==> config.mk <==
export PLATFORM = sky130hd
export DESIGN_NAME = frame_bank_scheduler
export DESIGN_NICKNAME = d
export VERILOG_FILES = /design/src/rtl/frame_bank_scheduler.sv
export SDC_FILE = /design/constraint.sdc
export NUM_CORES = 1
export LEC_CHECK = 0
export CAP_MARGIN = 30
export CORE_AREA = 3 3 65 67
export CTS_CLUSTER_DIAMETER = 30
export DETAILED_ROUTE_END_ITERATION = 6
export DIE_AREA = 0 0 68 70
export GPL_ROUTABILITY_DRIVEN = 1
export PLACE_DENSITY = 0.81
export SLEW_MARGIN = 30
export SYNTH_ARGS = -nofsm -noshare
export SYNTH_HDL_FRONTEND = slang
export SYNTH_SLANG_ARGS = --single-unit
==> constraint.sdc <==
create_clock -name i_clk -period 2.55 [get_ports i_clk]
set_input_delay 0.765 -clock i_clk [delete_from_list [all_inputs] [get_ports i_clk]]
set_output_delay 0.765 -clock i_clk [all_outputs]
set_load 0.02 [all_outputs]
==> src/rtl/frame_bank_scheduler.sv <==
// Triple-buffer bank scheduler: writer, latest-complete and reader banks for a shared frame BRAM.
// Define FRAME_STATS_EN to build the drop/repeat statistics counters; otherwise they read as 0.
module frame_bank_scheduler #(
    parameter int ADDR_W      = 18,
    parameter int FRAME_WORDS = 76800
) (
    input  logic              i_clk,
    input  logic              i_rst,
    input  logic              i_enable,
    input  logic              i_wr_frame_start,
    input  logic              i_wr_frame_done,
    input  logic              i_rd_frame_start,
    output logic [1:0]        o_wr_bank,
    output logic [1:0]        o_rd_bank,
    output logic [ADDR_W-1:0] o_wr_base,
    output logic [ADDR_W-1:0] o_rd_base,
    output logic              o_rd_valid,
    output logic              o_wr_active,
    output logic [15:0]       o_drop_cnt,
    output logic [15:0]       o_repeat_cnt
);

    typedef enum logic {
        W_IDLE,
        W_ACTIVE
    } wr_state_t;

    localparam logic [ADDR_W-1:0] BASE0 = '0;
    localparam logic [ADDR_W-1:0] BASE1 = ADDR_W'(FRAME_WORDS);
    localparam logic [ADDR_W-1:0] BASE2 = ADDR_W'(2 * FRAME_WORDS);

    wr_state_t         wr_state_q, wr_state_d;
    logic [1:0]        wr_bank_q, wr_bank_d;
    logic [1:0]        latest_q, latest_d;
    logic [1:0]        rd_bank_q, rd_bank_d;
    logic              fresh_q, fresh_d;
    logic              rd_valid_q, rd_valid_d;
    logic [ADDR_W-1:0] wr_base_q, wr_base_d;
    logic [ADDR_W-1:0] rd_base_q, rd_base_d;
    logic              publish;

    function automatic logic [ADDR_W-1:0] bank_base(input logic [1:0] idx);
        case (idx)
            2'd0:    bank_base = BASE0;
            2'd1:    bank_base = BASE1;
            2'd2:    bank_base = BASE2;
            default: bank_base = BASE0;
        endcase
    endfunction

    always_comb begin
        wr_state_d = wr_state_q;
        wr_bank_d  = wr_bank_q;
        latest_d   = latest_q;
        rd_bank_d  = rd_bank_q;
        fresh_d    = fresh_q;
        rd_valid_d = rd_valid_q;
        publish    = 1'b0;

        if (!i_enable) begin
            wr_state_d = W_IDLE;
        end else begin
            case (wr_state_q)
                W_IDLE: begin
                    if (i_wr_frame_start) wr_state_d = W_ACTIVE;
                end
                W_ACTIVE: begin
                    // start without done is an abort: stay active on the same bank
                    if (i_wr_frame_done) begin
                        publish    = 1'b1;
                        wr_state_d = i_wr_frame_start ? W_ACTIVE : W_IDLE;
                    end
                end
                default: wr_state_d = W_IDLE;
            endcase

            // Reader sees the pre-cycle state; publish then applies on top of its result.
            if (i_rd_frame_start && fresh_q) begin
                rd_bank_d  = latest_q;
                latest_d   = rd_bank_q;
                fresh_d    = 1'b0;
                rd_valid_d = 1'b1;
            end

            if (publish) begin
                wr_bank_d = latest_d;
                latest_d  = wr_bank_q;
                fresh_d   = 1'b1;
            end
        end

        wr_base_d = bank_base(wr_bank_d);
        rd_base_d = bank_base(rd_bank_d);
    end

    always_ff @(posedge i_clk) begin
        if (i_rst) begin
            wr_state_q <= W_IDLE;
            wr_bank_q  <= 2'd0;
            latest_q   <= 2'd1;
            rd_bank_q  <= 2'd2;
            fresh_q    <= 1'b0;
            rd_valid_q <= 1'b0;
            wr_base_q  <= BASE0;
            rd_base_q  <= BASE2;
        end else begin
            wr_state_q <= wr_state_d;
            wr_bank_q  <= wr_bank_d;
            latest_q   <= latest_d;
            rd_bank_q  <= rd_bank_d;
            fresh_q    <= fresh_d;
            rd_valid_q <= rd_valid_d;
            wr_base_q  <= wr_base_d;
            rd_base_q  <= rd_base_d;
        end
    end

    assign o_wr_bank   = wr_bank_q;
    assign o_rd_bank   = rd_bank_q;
    assign o_wr_base   = wr_base_q;
    assign o_rd_base   = rd_base_q;
    assign o_rd_valid  = rd_valid_q;
    assign o_wr_active = (wr_state_q == W_ACTIVE);

`ifdef FRAME_STATS_EN
    logic [15:0] drop_cnt_q, drop_cnt_d;
    logic [15:0] repeat_cnt_q, repeat_cnt_d;
    logic        drop_evt, repeat_evt;

    always_comb begin
        // A simultaneous reader swap consumes the pending frame, so that publish drops nothing.
        drop_evt     = publish && fresh_q && !i_rd_frame_start;
        repeat_evt   = i_enable && i_rd_frame_start && !fresh_q && rd_valid_q;
        drop_cnt_d   = drop_cnt_q;
        repeat_cnt_d = repeat_cnt_q;
        if (drop_evt && (drop_cnt_q != 16'hFFFF))     drop_cnt_d   = drop_cnt_q + 16'd1;
        if (repeat_evt && (repeat_cnt_q != 16'hFFFF)) repeat_cnt_d = repeat_cnt_q + 16'd1;
    end

    always_ff @(posedge i_clk) begin
        if (i_rst) begin
            drop_cnt_q   <= '0;
            repeat_cnt_q <= '0;
        end else begin
            drop_cnt_q   <= drop_cnt_d;
            repeat_cnt_q <= repeat_cnt_d;
        end
    end

    assign o_drop_cnt   = drop_cnt_q;
    assign o_repeat_cnt = repeat_cnt_q;
`else
    assign o_drop_cnt   = '0;
    assign o_repeat_cnt = '0;
`endif

endmodule

Word level (Yosys, flattened, before mapping)
Cells that the tools add are included.
- register bits after elaboration: 45
- output and inout bits: 74
- word-level logic and storage cells: 35
- input bits: 6
- reduce and logical (&&, ||, !) cells: 5
- bitwise logic cells: 2
- eq/ne operators: 4
- multiplexer cells: 16
- operators with widths (cell ; number):
    18-bit one-hot mux with 2 select lines ; 2
    2-bit two-way mux ; 6
    1-bit two-way mux ; 7
    2-bit by 1-bit == test with 1-bit output, second input constant ; 2
    2-bit == test, second input constant ; 2
    2-bit AND reduction ; 2
    1-bit inverter ; 2
    1-bit one-hot mux with 2 select lines ; 1
    2-bit nonzero test ; 1
    2-bit OR reduction ; 1
    1-bit logical AND ; 1

Longest topological paths before layout
Gate-level depths: netlist (run 1).
- depth in word-level cells: 7
- mapped depth: 6
- gate-level depth less buffers: 5

Worst setup path before layout (run 1)
OpenSTA, ideal clock, no wires.
- path kind: input to register
- start point: in i_rd_frame_start
- end point: reg rd_base_q[14], in the netlist o_rd_base[14]
- stages on the path: 4
- arrival: 1.578 ns
- setup slack: 0.848 ns
- path through: nand3_4 mux2_4 ha_1 or2_2
- longest elaborated chain between the ends: 5
- elaborated cells between the ends (all ways): 6
- classes of those cells: eq/ne: 2; mux: 3; reduce/logical: 1
- RTL lines (what ; line ; source):
    start, declared ; 12 ; input logic i_rd_frame_start,
    1-bit logical AND (*) ; 78 ; if (i_rd_frame_start && fresh_q) begin
    2-bit two-way mux (*) ; 78 ;
    2-bit two-way mux (*) ; 60 ; if (!i_enable) begin
    2-bit == test or 2-bit by 1-bit == test with 1-bit output (tied branches) ; 43 ; case (idx)
    18-bit one-hot mux with 2 select lines (*) ; 43 ;
    end signal, assigned ; 114 ; rd_base_q <= rd_base_d;
    end, declared ; 39 ; logic [ADDR_W-1:0] rd_base_q, rd_base_d;
Mark *: on every way between the ends. The rest lies on a longest branch, timed or not.
A chain may end at the register's enable or synchronous reset.

Final worst setup path (run 1)
- start point: in i_enable
- end point: reg rd_base_q[14], in the netlist o_rd_base[14]
- longest elaborated chain between the ends: 3
- elaborated cells between the ends (all ways): 4
- classes of those cells: eq/ne: 2; mux: 2
- RTL lines (what ; line ; source):
    start, declared ; 9 ; input logic i_enable,
    2-bit two-way mux (*) ; 60 ;
    2-bit == test or 2-bit by 1-bit == test with 1-bit output (tied branches) ; 43 ;
    18-bit one-hot mux with 2 select lines (*) ; 43 ;
Marks and branches as above.

==> summary.md, run 1 <==
| Metric | Value |
|---|---|
| Row count | 22 |
| Setup crit start kind | input port |
| Starting DRT DRC Count | 4 |
| Starting Density | 30.0% |
| Htree depth | 1 |
| Leakage | 0.000552 uW |
| Util after Layout | 32.3% |
| Synth Cell Area | 0.00111 mm2 |
| # setup viols final | 0 |
| Fin crit period | 2.11 ns |
| Num ports | 80 |
| Status | finished, final reports clean |
| GRT Residual Overflow | 0 |
| Gpl congestion | 0.789 |
| Flops & latches, synth | 15 |
| Synthesis Warnings | 0 |
| Final Max Slew Viols | 0 |
| Final Hold Fails | 0 |
| Share of layout cells above drive strength 1 | 7.53% |
| HPWL after detailed placement | 1.43 mm |
| Initial antenna violation count | 0 |
| Largest net degree at the start of global routing | 12 |
| Hold_buf cts | 0 |
| First-pass GRT wire length | 2.45 mm |
| Crit Path Max Fanout | 5 |
| Most used routing layer | met2 |
| Die W | 68 um |
| Vias in the first global route | 516 |
| Worst setup margin | 0.442 ns |
| Maximum vdd drop | 0.280 mV |
| TritonCTS clock tree | built |
| Setup TNS | 0 ns |
| DR vias/cell | 3.53 |
| Grt met1 use | 8.54% |
| Post-cts sizing count | 0 |
| Diodes inserted | 0 |
| CP Class | in2reg |
| Setup crit end kind | register |
| CTS Sinks | 15 |
| Vert. Die Dim | 70 um |
| Full die area | 0.00476 mm2 |
| Post-synthesis sequential area ratio | 27.1% |
| Worst Hold Class | reg2reg |
| TritonCTS Buffers | 3 |
| Clock slew at reported path FFs | 0.06 ns |
| GR Util All Layers | 6.92% |
| Postcts setup bufs | 0 |
| DRC | 0 |
| Clk_skew | 0.00145 ns |
| Synth Area per Inst | 8.72 um2 |
| FMAX | 474 MHz |
| Routed Antenna Nets | 0 |
| WHS | 0.456 ns |
| Period Utilization, post-route | 82.7% |
| Finished Layout Cells | 194 |
| RSZ-0062 raised after global routing | no |
| # nets final | 155 |
| Met3 GRT Util | 3.38% |
| Max-capacitance violation count | 0 |
| PortBufs | 25 |
| CP required | 2.68 ns |
| Placed insts | 190 |
| Skew-Pair Late Insertion Delay | 0.24 ns |
| GRT met2 Usage | 9.85% |
| Count of different cell masters after synthesis | 30 |
| Vias | 684 |
| Drt first pass iters | 2 |
| Syn Inst Count | 127 |
| Clock Path Buffers | 2 |
| Synthesis-to-layout area growth | 7.68% |
| Drt total wl | 1.72 mm |
| Power per cell area | 466 mW/mm2 |
| Commonest non-fill, non-tap cell in the layout | conb_1 |
| Critical Path AT | 2.24 ns |
| Most frequent cells in the layout | 54 x conb_1, 25 x clkdlybuf4s50_1, 15 x dfxtp_1, 6 x nor2_1, 5 x a21oi_1 |
| Pre-CTS setup slack | 0.189 ns |
| Root buf cell | clkbuf_8 |
| Core ar. | 0.00369 mm2 |
| Avg WL per Cell | 8.86 um |
-- logic make-up (layout without fill, tap and decap cells) --
family / count (synthesis) / after routing / synth area share (%)
adders and majority gates: 2 / 2 / 2.26
buffers and inverters: 68 / 34 / 44.7
DFF: 15 / 15 / 27.1
and+or+nand+nor: 25 / 25 / 14.0
muxes: 5 / 5 / 4.97
AOI/OAI and AO/OA: 11 / 11 / 6.55
other: 1 / 54 / 0.339
-- power breakdown --
part           switching (uW)  total, uW  internal (uW)
combinational            96.1        123           26.7
sequential               4.12        244            240
clock                    79.2        190            111
total                     179        556            377
-- critical path, stage by stage --
cell             delay, ns
clkdlybuf4s50_1       0.58
nand3_4               0.14
mux2_4                0.33
ha_1                  0.17
or2_2                 0.26
-- through the flow --
step | area [um2] | total power (uW)
final | 1190 | 556
after detailed placement | 1150 | 370
after global placement | 1150 | 369
after CTS | 1190 | 562
after global routing | 1190 | 586
after floorplan | 1310 | 409
-- routing by layer --
metal / up-vias / wire (um)
met5: - / 0
met4: 0 / 29
met3: 4 / 206
met2: 46 / 769
met1: 300 / 712
li1: 334 / -
-- synth_stat cells (all sizes together) --
master | number | area share (%)
nand2 | 3 | 1.0
nand2b | 1 | 0.57
inv | 3 | 1.0
or2 | 2 | 1.1
and3 | 1 | 0.68
or3b | 1 | 0.79
nand3 | 2 | 2.0
mux2i | 4 | 3.6
mux2 | 1 | 1.4
nor2b | 3 | 1.7
nand3b | 1 | 0.68
nor2 | 6 | 2.0
nor3b | 1 | 0.68
and3b | 1 | 0.90
nor4b | 1 | 0.79
conb | 1 | 0.34
a21o | 1 | 0.68
a311oi | 1 | 0.79
dfxtp | 15 | 27
clkbuf | 2 | 0.68
ha | 2 | 2.3
o221ai | 1 | 0.79
a21oi | 5 | 2.3
a211oi | 3 | 2.0
buf | 63 | 43
nand4 | 1 | 0.57
nor3 | 1 | 0.45
-- state kept, by name, summed over array words and instances (netlist names) --
register / flops
o_rd_base: 3
o_rd_valid: 1
latest_q: 2
o_wr_bank: 2
o_rd_bank: 2
o_wr_base: 3
o_wr_active: 1
fresh_q: 1
-- worst paths after layout --
path / start / to / slack (ns) / cells after the start
max reg2reg: fresh_q / o_rd_base[14] / 1.13 / 4
min: o_rd_valid / o_rd_valid / 0.46 / 2
min reg2reg: o_rd_valid / o_rd_valid / 0.46 / 2
max: i_enable / o_rd_base[14] / 0.44 / 5
-- layout make-up --
| cell class | count | area, um2 |
|---|---|---|
| fillers | 416 | 2500 |
| multi-input cells | 97 | 510 |
| flip-flops and latches | 15 | 300 |
| repair buffers | 27 | 265 |
| well taps | 48 | 60.1 |
| clock buffers | 4 | 45.0 |
| inverters | 3 | 11.3 |
Note: power is estimated with default switching activity, not from simulation.
==> inputs of run 2 (changes only) <==
--- a/config.mk
+++ b/config.mk
@@ -11,7 +11,7 @@
 export DETAILED_ROUTE_END_ITERATION = 6
 export DIE_AREA = 0 0 68 70
 export GPL_ROUTABILITY_DRIVEN = 1
-export PLACE_DENSITY = 0.81
+export PLACE_DENSITY = 0.84
 export SLEW_MARGIN = 30
 export SYNTH_ARGS = -nofsm -noshare
 export SYNTH_HDL_FRONTEND = slang
==> constraint.sdc (replaced) <==
create_clock -name i_clk -period 1.9 [get_ports i_clk]
set_input_delay 0.57 -clock i_clk [delete_from_list [all_inputs] [get_ports i_clk]]
set_output_delay 0.57 -clock i_clk [all_outputs]
set_load 0.02 [all_outputs]
==> run 2 against run 1 <==
Effect of this change:
- critical path depth down 4
- first-iteration DRC count rose to 2.5 times the previous value
- final area up 5.9%
- cell count up 4.1%
- flip-flop and latch count unchanged
- sequential share of layout area down 1.4 points
- worst hold slack worse by 0.010 ns
- via count up 5.0%
- clock-buffer cell count down 1
- total power up 37%
- global-route usage up 0.48 points
- routed wire length up 8.8%
- critical path type is now reg2out
- largest power group unchanged
==> summary.md, run 2 (synthesized netlist as in run 1, its figures left out) <==
| Metric | Value |
|---|---|
| Status | finished, final reports clean |
| Vias | 718 |
| Maximum vdd drop | 0.245 mV |
| GR Util All Layers | 7.40% |
| Synthesis-to-layout area growth | 14.0% |
| CP Class | reg2out |
| DR vias/cell | 3.55 |
| # setup viols final | 0 |
| Drt first pass iters | 4 |
| Clock slew at reported path FFs | 0.06 ns |
| Initial antenna violation count | 0 |
| Final Max Slew Viols | 0 |
| Drt total wl | 1.87 mm |
| Worst setup margin | 0.0242 ns |
| Routed Antenna Nets | 0 |
| Gpl congestion | 0.831 |
| First-pass GRT wire length | 2.66 mm |
| Leakage | 0.000610 uW |
| TritonCTS clock tree | built |
| Crit path largest cell delay | 0.64 ns |
| Core ar. | 0.00369 mm2 |
| Largest net degree at the start of global routing | 10 |
| Skew-Pair Late Insertion Delay | 0.25 ns |
| Die W | 68 um |
| DRC | 0 |
| Critical Path, Cell by Cell | clkdlybuf4s50_1 |
| Num ports | 80 |
| FMAX | 533 MHz |
| Util after Layout | 34.2% |
| HPWL after detailed placement | 1.54 mm |
| Starting Density | 30.0% |
| Power per cell area | 602 mW/mm2 |
| Commonest non-fill, non-tap cell in the layout | conb_1 |
| Avg WL per Cell | 9.26 um |
| Pre-CTS setup slack | -0.237 ns |
| Full die area | 0.00476 mm2 |
| Post-cts sizing count | 0 |
| Power Total | 759 uW |
| Worst Hold Class | reg2reg |
| Period Utilization, post-route | 98.7% |
| Final Hold Fails | 0 |
| Clk_skew | 0.00275 ns |
| CP max-delay cell | clkdlybuf4s50_1 |
| Setup crit start kind | register |
| Crit Path Max Fanout | 4 |
| Fin crit period | 1.88 ns |
| Hold_buf cts | 0 |
| Crit path buf inv count | 1 |
| Critical Path AT | 1.31 ns |
| CP required | 1.33 ns |
| Vert. Die Dim | 70 um |
| Root buf cell | clkbuf_8 |
| # nets final | 163 |
| Setup TNS | 0 ns |
| Max-capacitance violation count | 0 |
| TritonCTS Buffers | 3 |
| CTS Sinks | 15 |
| Postcts setup bufs | 0 |
| Htree depth | 1 |
| RSZ-0062 raised after global routing | no |
| Row count | 22 |
| Setup crit end kind | output pin |
| GRT Residual Overflow | 0 |
| Clock Path Buffers | 2 |
| Share of layout cells above drive strength 1 | 13.0% |
| PortBufs | 25 |
| Diodes inserted | 0 |
| Starting DRT DRC Count | 10 |
| WHS | 0.446 ns |
| Vias in the first global route | 560 |
| Crit path max-delay family | buffers and inverters |
| Most frequent cells in the layout | 54 x conb_1, 23 x clkdlybuf4s50_1, 15 x dfxtp_1, 10 x buf_4, 6 x nor2_1 |
run 2: path summary, 6_finish.rpt:
path	start	end	slack, ns	depth (start not counted)
setup reg to reg	fresh_q	o_rd_base[14]	0.50	4
setup / recovery	o_rd_bank[0]	o_rd_bank[0]	0.02	1
hold reg to reg	o_rd_valid	o_rd_valid	0.45	2
hold / removal	o_rd_valid	o_rd_valid	0.45	2
run 2: metrics by stage:
step                cells  cell area (um2)
finish                202             1260
global route          202             1260
CTS                   202             1250
detailed placement    198             1210
global placement      198             1210
floorplan             180             1310
run 2: report_power, final:
| group | internal (uW) | switching [uW] |
|---|---|---|
| clock | 145 | 114 |
| sequential | 321 | 5.97 |
| combinational | 41.9 | 131 |
run 2: routing by layer:
layer	part of all wire [%]	wire [um]	GRT usage [%]
met1	40	756	9.51
met4	0.80	15	3.97
met5	0	0	0
met3	11	204	1.77
met2	48	894	11.1
run 2: cell type report:
| class | count | area, um2 |
|---|---|---|
| sequential | 15 | 300 |
| clock inverter | 1 | 5.00 |
| timing repair buffer | 35 | 330 |
| inverter | 3 | 11.3 |
| tap | 48 | 60.1 |
| multi-input combinational | 97 | 514 |
| clock buffer | 3 | 41.3 |
| fill | 404 | 2430 |
run 2: worst min-delay path, delay by kind of cell (launching register included):
family                 cells  cell delay [ns]
AOI/OAI and AO/OA          1             0.05
DFF                        1             0.31
buffers and inverters      1             0.05
==> inputs of run 3 (changes only) <==
--- a/config.mk
+++ b/config.mk
@@ -10,7 +10,7 @@
 export CTS_CLUSTER_DIAMETER = 30
 export DETAILED_ROUTE_END_ITERATION = 6
 export DIE_AREA = 0 0 68 70
-export GPL_ROUTABILITY_DRIVEN = 1
+export GPL_ROUTABILITY_DRIVEN = 0
 export PLACE_DENSITY = 0.84
 export SLEW_MARGIN = 30
 export SYNTH_ARGS = -nofsm -noshare
==> results of run 3 <==
Final layout, timing and power as in run 2 (identical DEF).
